==> src/rtl/fifo_ctrl_if.sv <==
`default_nettype none
// +----------------------------------------------------------------------------+
// | fifo_ctrl_if : push/pop handshake, register_file addressing and status     |
// | Revision     : 1.0                                                         |
// +----------------------------------------------------------------------------+
interface fifo_ctrl_if #(
  parameter int W = 3
);
  logic         wr;
  logic         rd;
  logic         clr_err;
  logic         wr_en;
  logic [W-1:0] w_addr;
  logic [W-1:0] r_addr;
  logic [W:0]   count;
  logic         full;
  logic         empty;
  logic         almost_full;
  logic         almost_empty;
  logic         overflow;
  logic         underflow;

  modport master (
    output wr, rd, clr_err,
    input  wr_en, w_addr, r_addr, count, full, empty,
    input  almost_full, almost_empty, overflow, underflow
  );

  modport slave (
    input  wr, rd, clr_err,
    output wr_en, w_addr, r_addr, count, full, empty,
    output almost_full, almost_empty, overflow, underflow
  );
endinterface
`default_nettype wire

==> src/rtl/fifo_ctrl.sv <==
`default_nettype none
// +----------------------------------------------------------------------------+
// | fifo_ctrl : pointer/flag controller turning a register file into a FIFO   |
// | Revision  : 1.0                                                            |
// +----------------------------------------------------------------------------+
module fifo_ctrl #(
  parameter int W      = 3,
  parameter int AF_LVL = 6,
  parameter int AE_LVL = 1
) (
  input  logic       clk,
  input  logic       rst,
  fifo_ctrl_if.slave bus
);
  localparam logic [W:0] c_DEPTH = (W+1)'(1 << W);
  localparam logic [W:0] c_AF    = (W+1)'(AF_LVL);
  localparam logic [W:0] c_AE    = (W+1)'(AE_LVL);

  logic [W-1:0] r_wptr;
  logic [W-1:0] r_rptr;
  logic [W:0]   r_count;
  logic         r_overflow;
  logic         r_underflow;

  logic w_full;
  logic w_empty;
  logic w_push_ok;
  logic w_pop_ok;

  assign w_full  = (r_count == c_DEPTH);
  assign w_empty = (r_count == '0);

  // A push into a full FIFO is fine when the head leaves in the same cycle.
  assign w_push_ok = bus.wr & (~w_full | bus.rd);
  assign w_pop_ok  = bus.rd & ~w_empty;

  always_ff @(posedge clk) begin
    if (!rst) begin
      r_wptr      <= '0;
      r_rptr      <= '0;
      r_count     <= '0;
      r_overflow  <= 1'b0;
      r_underflow <= 1'b0;
    end else begin
      if (w_push_ok) r_wptr <= r_wptr + W'(1);
      if (w_pop_ok)  r_rptr <= r_rptr + W'(1);

      case ({w_push_ok, w_pop_ok})
        2'b10:   r_count <= r_count + (W+1)'(1);
        2'b01:   r_count <= r_count - (W+1)'(1);
        default: r_count <= r_count;
      endcase

      // A fresh error outranks a simultaneous clear.
      if (bus.wr & ~w_push_ok) r_overflow <= 1'b1;
      else if (bus.clr_err)    r_overflow <= 1'b0;

      if (bus.rd & ~w_pop_ok)  r_underflow <= 1'b1;
      else if (bus.clr_err)    r_underflow <= 1'b0;
    end
  end

  // Gate with reset so the register file is never written while held in reset.
  assign bus.wr_en        = rst & w_push_ok;
  assign bus.w_addr       = r_wptr;
  assign bus.r_addr       = r_rptr;
  assign bus.count        = r_count;
  assign bus.full         = w_full;
  assign bus.empty        = w_empty;
  assign bus.almost_full  = (r_count >= c_AF);
  assign bus.almost_empty = (r_count <= c_AE);
  assign bus.overflow     = r_overflow;
  assign bus.underflow    = r_underflow;
endmodule
`default_nettype wire
==> src/flat_wrapper.sv <==
// flat-port wrapper written by rule: the top's interface ports become plain ports
module fifo_ctrl_flat 
#(
  parameter int W      = 3,
  parameter int AF_LVL = 6,
  parameter int AE_LVL = 1
)
  (clk, rst, bus_wr, bus_rd, bus_clr_err, bus_wr_en, bus_w_addr, bus_r_addr, bus_count, bus_full, bus_empty, bus_almost_full, bus_almost_empty, bus_overflow, bus_underflow);
  fifo_ctrl_if #(.W(W)) bus_i ();
  input  logic clk;
  input  logic rst;
  input wire logic [$bits(bus_i.wr)-1:0] bus_wr;
  input wire logic [$bits(bus_i.rd)-1:0] bus_rd;
  input wire logic [$bits(bus_i.clr_err)-1:0] bus_clr_err;
  output wire logic [$bits(bus_i.wr_en)-1:0] bus_wr_en;
  output wire logic [$bits(bus_i.w_addr)-1:0] bus_w_addr;
  output wire logic [$bits(bus_i.r_addr)-1:0] bus_r_addr;
  output wire logic [$bits(bus_i.count)-1:0] bus_count;
  output wire logic [$bits(bus_i.full)-1:0] bus_full;
  output wire logic [$bits(bus_i.empty)-1:0] bus_empty;
  output wire logic [$bits(bus_i.almost_full)-1:0] bus_almost_full;
  output wire logic [$bits(bus_i.almost_empty)-1:0] bus_almost_empty;
  output wire logic [$bits(bus_i.overflow)-1:0] bus_overflow;
  output wire logic [$bits(bus_i.underflow)-1:0] bus_underflow;
  assign bus_i.wr = bus_wr;
  assign bus_i.rd = bus_rd;
  assign bus_i.clr_err = bus_clr_err;
  assign bus_wr_en = bus_i.wr_en;
  assign bus_w_addr = bus_i.w_addr;
  assign bus_r_addr = bus_i.r_addr;
  assign bus_count = bus_i.count;
  assign bus_full = bus_i.full;
  assign bus_empty = bus_i.empty;
  assign bus_almost_full = bus_i.almost_full;
  assign bus_almost_empty = bus_i.almost_empty;
  assign bus_overflow = bus_i.overflow;
  assign bus_underflow = bus_i.underflow;
  fifo_ctrl #(.W(W), .AF_LVL(AF_LVL), .AE_LVL(AE_LVL)) u_core (.clk(clk), .rst(rst), .bus(bus_i));
endmodule
==> config.mk <==
export PLATFORM = sky130hd
export DESIGN_NAME = fifo_ctrl_flat
export DESIGN_NICKNAME = d
export VERILOG_FILES = /design/src/rtl/fifo_ctrl_if.sv /design/src/rtl/fifo_ctrl.sv /design/src/flat_wrapper.sv
export SDC_FILE = /design/constraint.sdc
export NUM_CORES = 1
export LEC_CHECK = 0
export BUFFER_PORTS_ARGS = -buffer_cell sky130_fd_sc_hd__buf_2
export CAP_MARGIN = 20
export CORE_MARGIN = 10
export CORE_UTILIZATION = 45
export CTS_CLUSTER_DIAMETER = 60
export DETAILED_ROUTE_END_ITERATION = 6
export GPL_ROUTABILITY_DRIVEN = 0
export PLACE_DENSITY = 0.72
export SYNTH_ARGS = -nofsm -noshare
export SYNTH_HDL_FRONTEND = slang
export SYNTH_SLANG_ARGS = --single-unit
==> constraint.sdc <==
create_clock -name clk -period 3.45 [get_ports clk]
set_clock_uncertainty 0.15 [all_clocks]
set_input_delay 0.345 -clock clk [delete_from_list [all_inputs] [get_ports clk]]
set_output_delay 0.345 -clock clk [all_outputs]
set_load 0.01 [all_outputs]
Yosys cells after proc, flatten, opt, wreduce, memory -nomap -nowiden
Index checks and enable logic that the tools add are counted.
- word-level logic and storage cells: 32
- bits in latches: 0
- memories kept: 0
- memory bits (writable): 0
- register bits after elaboration: 12
- input port bits: 5
- memory bits (read-only): 0
- reduce and logical (&&, ||, !) cells: 4
- eq/ne operators: 3
- bitwise gates (word level): 10
- $add $sub $neg: 4
- shift-type cells: 0
- multiplexer cells: 4
- div/mod/pow operators: 0
- order comparisons: 2
- multiply operators: 0
- operator list (cell ; number):
    $pmux W4 S2 ; 1
    $add A3 B1 Y3 const B ; 2
    $reduce_bool A2 Y1 ; 3
    $and A1 B1 Y1 ; 5
    $add A4 B1 Y4 const B ; 1
    $eq A4 B4 Y1 const B ; 1
    $ge A4 B3 Y1 const B ; 1
    $le A4 B1 Y1 const B ; 1
    $logic_not A4 Y1 ; 1
    $not A1 Y1 ; 4
    $sub A4 B1 Y4 const B ; 1
    $mux W1 ; 3
    $eq A2 B1 Y1 const B ; 1
    $eq A2 B2 Y1 const B ; 1
    $or A1 B1 Y1 ; 1

Longest topological paths before layout
Gate-level depths: netlist of run 1.
- depth after elaboration: 7
- depth in mapped cells: 9

Worst setup path before layout of run 1
No wires, ideal clock.
- kind: register -> register
- from: register u_core.r_count[0], in the netlist u_core.bus.count[0]
- to: register u_core.r_count[3], in the netlist u_core.bus.count[3]
- cell stages (with the launch flop): 9
- arrival: 2086 ps
- clock period less this slack: 2308 ps
- setup slack: 1142 ps
- cell sequence: dfxtp_1 inv_1 ha_1 nor3b_2 nor2_1 ha_1 or4b_4 a21oi_2 mux2i_1
- elaborated cells between the ends (all ways): 13
- classes of those cells: add/sub (2); eq/ne (3); mux (1); bitwise (5); reduce/logical (2)
- RTL lines (element ; RTL line ; RTL):
    from (decl) ; fifo_ctrl.sv:21 ; logic [W:0] r_count;
    from (signal assigned) ; fifo_ctrl.sv:49 ; 2'b10: r_count <= r_count + (W+1)'(1);
    from (signal assigned) ; fifo_ctrl.sv:50 ; 2'b01: r_count <= r_count - (W+1)'(1);
    from (signal assigned) ; fifo_ctrl.sv:51 ; default: r_count <= r_count;
    $logic_not A4 Y1 * ; fifo_ctrl.sv:31 ; assign w_empty = (r_count == '0);
    via bus_empty ; flat_wrapper.sv:20 ; output wire logic [$bits(bus_i.empty)-1:0] bus_empty;
    $not A1 Y1 * ; fifo_ctrl.sv:35 ; assign w_pop_ok = bus.rd & ~w_empty;
    $and A1 B1 Y1 * ; fifo_ctrl.sv:35 ;
    via u_core.w_pop_ok ; fifo_ctrl.sv:28 ; logic w_pop_ok;
    $eq A2 B1 Y1 or $eq A2 B2 Y1 (tied branches) ; fifo_ctrl.sv:48 ; case ({w_push_ok, w_pop_ok})
    $pmux W4 S2 or $reduce_bool A2 Y1 (tied branches) ; n/a ;
The timed path passes the listed nets; every way through them passes the cells marked *.
A chain may end at the register's enable or synchronous reset.

Worst setup path in the final report of run 1
- from: register u_core.r_count[0], in the netlist u_core.bus.count[0]
- to: register u_core.r_count[3], in the netlist u_core.bus.count[3]
- elaborated cells between the ends (all ways): 13
- classes of those cells: add/sub (2); eq/ne (3); mux (1); bitwise (5); reduce/logical (2)
- RTL lines (element ; RTL line):
    $logic_not A4 Y1 * ; fifo_ctrl.sv:31
    $not A1 Y1 * ; fifo_ctrl.sv:35
    $and A1 B1 Y1 * ; fifo_ctrl.sv:35
    via u_core.w_pop_ok ; fifo_ctrl.sv:28
    $eq A2 B1 Y1 or $eq A2 B2 Y1 (tied branches) ; fifo_ctrl.sv:48
    $pmux W4 S2 or $reduce_bool A2 Y1 (tied branches) ; n/a
Marked as above.

==> out/results.ini, run 1 <==
[sta]
final_hold_viol_count = 0
post-route-period-util = 0.708
setup_tns_ns = 0
fin_crit_ns = 2.44
max_slew.worst_pin.slew_ns = 0.449
relSlewSlack = 0.699
setup_ws_ns = 1.01
rsz0062_at_grt = no
slew_viol_final = 0
setup_viol = 0
fmax_mhz = 409

[global_routing]
grt_pass1_wl_um = 2450
grt-ovfl-total = 0
antenna_found_initial = 0
gr-usage-all-layers = 0.0891
grt_max_degree = 12
grt_pass1_vias = 558

[min_path]
min_to = u_core.bus.overflow
hold_class = in -> reg
whs_path_depth = 3
hold_start = bus_wr

[synth]
synth_top_area_cell = dfxtp_1
yosysTopAreaCellShare = 0.343
synth.ff_latch_count = 12
synth_area_um2 = 701
yosysUniqueCellTypes = 26
synth_fp_nets = 92
yosysSeqAreaShare = 0.343
synth_common_cells = dfxtp_1 (12), a21oi_1 (8), ha_1 (8), nor2_1 (7)
synthFlopType = dfxtp_1
ys_warn_count = 0
synth.most_common_cell = dfxtp_1
synth-edff-count = 0
synthTopCellsByArea = dfxtp_1 (34%), ha_1 (14%), a21oi_1 (5.7%), mux2i_1 (4.3%), o21ai_0 (4.3%)
avgSynthCellArea_um2 = 8.87
postSynthCellCount = 79
ys_async_sr_fraction = 0

[outcome]
status = completed

[clock_network]
clk_latency_ns = 0.27
post_cts_buffers = 0
cts_sinks = 12
cts_buffers = 3
clkTransAtPathRegs_ns = 0.07
cts-root-buf = clkbuf_4
cts-resized-gates = 0
clockBufferDepth = 2
cts_tree = yes
htreeDepth = 1
postCtsHoldBufs = 0

[worst_setup_path]
r2r_slack_ns = 1.01
crit_top_cell = ha_1
path_buf_inv = 1
reg2reg_from = u_core.bus.count[0]
cp_top_family = simple AND/OR/NAND/NOR gates
slowest_stage = or4b_4
slowest_delay_ns = 0.48
ff2ff_path_depth = 8
worstSetupStartpointType = flop
arrival_ns = 2.50
end_kind = flop
reg2reg_to = u_core.bus.count[3]
criticalPathCategory = reg -> reg
worstPathRequired_ns = 3.51
worstPathCellList = inv_1 -> ha_1 -> nor3b_2 -> nor2_1 -> ha_1 -> or4b_4 -> a21oi_2 -> mux2i_1
path_max_fanout = 9

[placed_design]
post-dp-hpwl_um = 1240
placed_cell_area_um2 = 811
post-place-ws_ns = 1.02
io_buffers = 21

[pwr]
p_leak_nw = 0.407
ir_drop_uv = 383
p_total_mw = 0.560
power_density_nw_per_um2 = 672

[drt]
wl_met1_um = 679
drt_first_pass_iters = 4
wl_per_cell_um = 13.1
drc = 0
wl_met2_um = 735
top_layer_used = met4
via_per_inst = 5.26
routed_wl_um = 1530
drt-initial-drc-count = 5
ant_nets = 0
dr_wl_met3_um = 92
vias = 615

[die]
fp.dieW_um = 59.5
initial_core_util = 0.471
die_h_um = 59.5
pin_count = 22
core_um2 = 1490
dieArea_um2 = 3540
rows = 14

[layout]
n_antenna_cell = 0
utilization = 0.560
multi_input_area_um2 = 419
drive_above_1_share = 0.297
seq_area_um2 = 240
design_area_um2 = 833
area_growth_syn_to_layout_pct = 18.9
num-fill-cells = 148
layout.nets = 116

[flow_run]
cap_violations = 0

flip-flops by register name, indices dropped and copies added, names as in the netlist:
name,flops
u_core.bus.count,4
u_core.bus.r_addr,3
u_core.bus.w_addr,3
u_core.bus.overflow,1
u_core.bus.underflow,1
cell type report:
class,instances,area share
flip-flops and latches,12,0.288
multi-input cells,58,0.503
repair buffers,21,0.126
inverters,7,0.0315
clock buffers,3,0.0270
well taps,16,0.0240
worst reg2reg max path: stages (launching register included):
cell	delay [ns]
dfxtp_1	0.46
inv_1	0.13
ha_1	0.23
nor3b_2	0.20
nor2_1	0.15
ha_1	0.25
or4b_4	0.48
a21oi_2	0.15
mux2i_1	0.18
routing by layer:
| layer | global-route usage | vias to the layer above |
|---|---|---|
| met5 | 0 | - |
| met1 | 0.0966 | 283 |
| li1 | - | 317 |
| met2 | 0.146 | 13 |
| met4 | 0.0492 | 0 |
| met3 | 0.0322 | 2 |
cell families after synthesis:
family,after synthesis,synth area share
compound gates,17,0.134
flops,12,0.343
fa+ha+maj,8,0.143
mux,3,0.0429
xor+xnor,2,0.0250
simple gates,28,0.254
buf+inv,9,0.0589
worst max-delay path by stage:
stage	start	end	slack, ns	depth (start not counted)
CTS	u_core.bus.count[0]	u_core.bus.count[3]	1.01	8
finish	u_core.bus.count[0]	u_core.bus.count[3]	1.01	8
global route	u_core.bus.count[0]	u_core.bus.count[2]	0.90	8
detailed placement	u_core.bus.count[0]	u_core.bus.count[3]	1.02	8
floorplan	u_core.bus.count[0]	u_core.bus.count[3]	1.14	8
global placement	u_core.bus.count[0]	u_core.bus.count[3]	1.06	8
cell usage in the layout (no fill, tap or decap):
cell type and count:
nor3b_2 1, xor2_1 2, nor3_1 2, nand4b_1 1
and3b_2 1, a211oi_1 1, a21oi_2 1, buf_2 21
and4bb_4 1, dfxtp_1 12, or4_1 1, mux2i_1 3
inv_2 1, ha_1 8, nand2b_1 2, clkbuf_4 3
nor2_1 7, o21ai_0 6, o31ai_1 1, or4b_4 1
a21oi_1 8, or3_1 4, nor2b_1 2, inv_1 6
nand2_1 4, nand3b_1 1
power by group:
group / leakage [nW] / switching, mW / internal [mW]
Sequential: 0.0981 / 0.0378 / 0.167
Clock: 0.0138 / 0.0435 / 0.0404
Combinational: 0.295 / 0.151 / 0.121
Total: 0.407 / 0.232 / 0.328
per-stage QoR:
stage | hold WS, ns | instances
floorplan | 0.334 | 79
global placement | 0.314 | 114
detailed placement | 0.320 | 114
CTS | 0.185 | 117
global route | 0.214 | 117
finish | 0.191 | 117
No activity file was read; power rests on OpenSTA's default activity.
==> run 2, diff against run 1 <==
--- a/config.mk
+++ b/config.mk
@@ -8,7 +8,7 @@
 export BUFFER_PORTS_ARGS = -buffer_cell sky130_fd_sc_hd__buf_2
 export CAP_MARGIN = 20
 export CORE_MARGIN = 10
-export CORE_UTILIZATION = 45
+export CORE_UTILIZATION = 43
 export CTS_CLUSTER_DIAMETER = 60
 export DETAILED_ROUTE_END_ITERATION = 6
 export GPL_ROUTABILITY_DRIVEN = 0
==> constraint.sdc (replaced) <==
create_clock -name clk -period 2.17 [get_ports clk]
set_clock_uncertainty 0.15 [all_clocks]
set_input_delay 0.217 -clock clk [delete_from_list [all_inputs] [get_ports clk]]
set_output_delay 0.217 -clock clk [all_outputs]
set_load 0.01 [all_outputs]
==> out/results.ini, run 2 (same netlist as run 1, synthesis figures left out) <==
[outcome]
status = completed  ; unchanged

[layout]
num-fill-cells = 142  ; was 148
layout.nets = 126  ; was 116
utilization = 0.622  ; was 0.560
design_area_um2 = 947  ; was 833 µm²
multi_input_area_um2 = 437  ; was 419 µm²
stdcell_count = 128  ; was 117
seq_area_um2 = 248  ; was 240 µm²
drive_above_1_share = 0.429  ; was 0.297
largest_reg_flops = 4  ; unchanged
area_growth_syn_to_layout_pct = 35.2  ; was 18.9%
final_cell_mix = buf_2 (21), buf_4 (10), dfxtp_1 (10), a21oi_1 (8)  ; was buf_2 (21), dfxtp_1 (12), a21oi_1 (8), ha_1 (8), nor2_1 (7)
n_antenna_cell = 0  ; unchanged
final_common_cell = buf_2  ; unchanged

[worst_setup_path]
arrival_ns = 2.15  ; was 2.50 ns
worstPathCellList = inv_2 -> ha_4 -> and4bb_4 -> nor2_2 -> inv_1 -> ha_2 -> or4b_4 -> a21oi_2 -> mux2i_1  ; was inv_1 -> ha_1 -> nor3b_2 -> nor2_1 -> ha_1 -> or4b_4 -> a21oi_2 -> mux2i_1
end_kind = flop  ; unchanged
r2r_slack_ns = 0.08  ; was 1.01 ns
reg2reg_to = u_core.bus.count[3]  ; unchanged
slowest_stage = or4b_4  ; unchanged
worstPathRequired_ns = 2.23  ; was 3.51 ns
worstSetupStartpointType = flop  ; unchanged
path_max_fanout = 3  ; was 9
slowest_delay_ns = 0.47  ; was 0.48 ns
reg2reg_from = u_core.bus.count[1]  ; was u_core.bus.count[0]
ff2ff_path_depth = 9  ; was 8
criticalPathCategory = reg -> reg  ; unchanged

[placed_design]
placed_cell_area_um2 = 881  ; was 811 µm²
post-dp-hpwl_um = 1310  ; was 1240 µm
dp.cells = 122  ; was 114
io_buffers = 21  ; unchanged

[sta]
relSlewSlack = 0.760  ; was 0.699
timing.hold.ws_ns = 0.0499  ; was 0.191 ns
post-route-period-util = 0.963  ; was 0.708
fmax_mhz = 478  ; was 409 MHz
final_hold_viol_count = 0  ; unchanged
slew_viol_final = 0  ; unchanged
fin_crit_ns = 2.09  ; was 2.44 ns
max_slew.worst_pin.slew_ns = 0.360  ; was 0.449 ns
setup_viol = 0  ; unchanged

[die]
rows = 14  ; unchanged
dieArea_um2 = 3640  ; was 3540 µm²
fp.dieW_um = 60.4  ; was 59.5 µm
pin_count = 22  ; unchanged
die_h_um = 60.4  ; was 59.5 µm
initial_core_util = 0.460  ; was 0.471
core_um2 = 1520  ; was 1490 µm²

[min_path]
whs_path_depth = 3  ; unchanged
min_to = u_core.bus.overflow  ; unchanged
hold_start = bus_wr  ; unchanged
hold_class = in -> reg  ; unchanged

[global_routing]
grt_pass1_wl_um = 2910  ; was 2450 µm
gr-usage-all-layers = 0.101  ; was 0.0891
grt_pass1_vias = 684  ; was 558
grt-ovfl-total = 0  ; unchanged
antenna_found_initial = 0  ; unchanged
grt_max_degree = 12  ; unchanged

[clock_network]
cts_sinks = 12  ; unchanged
htreeDepth = 1  ; unchanged
cts_buffers = 3  ; unchanged
clk_latency_ns = 0.28  ; was 0.27 ns
clockBufferDepth = 2  ; unchanged
cts_tree = yes  ; unchanged
clkTransAtPathRegs_ns = 0.08  ; was 0.07 ns
cts-root-buf = clkbuf_4  ; unchanged

[drt]
ant_nets = 0  ; unchanged
drt-initial-drc-count = 10  ; was 5
routed_wl_um = 1710  ; was 1530 µm
via_per_inst = 5.26  ; about the same
wl_per_cell_um = 13.3  ; was 13.1 µm
drt_first_pass_iters = 4  ; unchanged
drc = 0  ; unchanged
vias = 673  ; was 615

[pwr]
p_leak_nw = 0.464  ; was 0.407 nW
ir_drop_uv = 730  ; was 383 µV
power_density_nw_per_um2 = 1140  ; was 672 nW/µm²

[flow_run]
cap_violations = 0  ; unchanged

[run 2: metal layers]
| layer | track usage | up-vias | share of wire |
|---|---|---|---|
| met5 | 0 | - | 0 |
| met4 | 0.0385 | 0 | 0.0053 |
| met3 | 0.0543 | 2 | 0.068 |
| met2 | 0.168 | 13 | 0.53 |
| met1 | 0.106 | 317 | 0.40 |
| li1 | - | 341 | - |
[run 2: cell type report]
| cell class | count | area share |
|---|---|---|
| timing repair buffer | 31 | 0.190 |
| tap | 16 | 0.0211 |
| multi-input combinational | 58 | 0.461 |
| clock buffer | 4 | 0.0383 |
| sequential | 12 | 0.262 |
| inverter | 7 | 0.0277 |
[run 2: repair_timing]
item | CTS | global route
hold buffers | 0 | 0
buffers inserted | 0 | 2
endpoints found under the setup margin | 0 | 2
gates resized for setup | 0 | 5
[run 2: worst max-delay path by stage]
stage	start	end	cells after the start
2_1_floorplan	u_core.bus.count[1]	u_core.bus.count[3]	9
3_3_place_gp	u_core.bus.count[1]	u_core.bus.count[3]	9
3_5_place_dp	u_core.bus.count[0]	u_core.bus.count[3]	9
4_1_cts	u_core.bus.count[0]	u_core.bus.count[3]	9
5_1_grt	u_core.bus.count[0]	u_core.bus.count[3]	9
6_report	u_core.bus.count[1]	u_core.bus.count[3]	9
[run 2: worst max-delay path, delay by kind of cell (launching register included)]
kind | cells | cell delay (ns)
buf+inv | 2 | 0.14
fa+ha+maj | 2 | 0.31
compound gates | 1 | 0.16
simple gates | 3 | 0.75
flops | 1 | 0.35
mux | 1 | 0.17
[run 2: through the flow]
step	TNS [ns]	setup WS (ns)	power [mW]
after floorplan	0	0.00684	0.639
after global placement	0	0.105	0.843
after global routing	-0.0184	-0.0184	1.18
after CTS	0	0.0401	1.04
after detailed placement	0	0.0486	0.857
final	0	0.0800	1.08
[run 2: report_power, final]
group / internal, mW / switching, mW
logic: 0.291 / 0.301
clock network: 0.102 / 0.0756
registers: 0.274 / 0.0352
total: 0.668 / 0.412
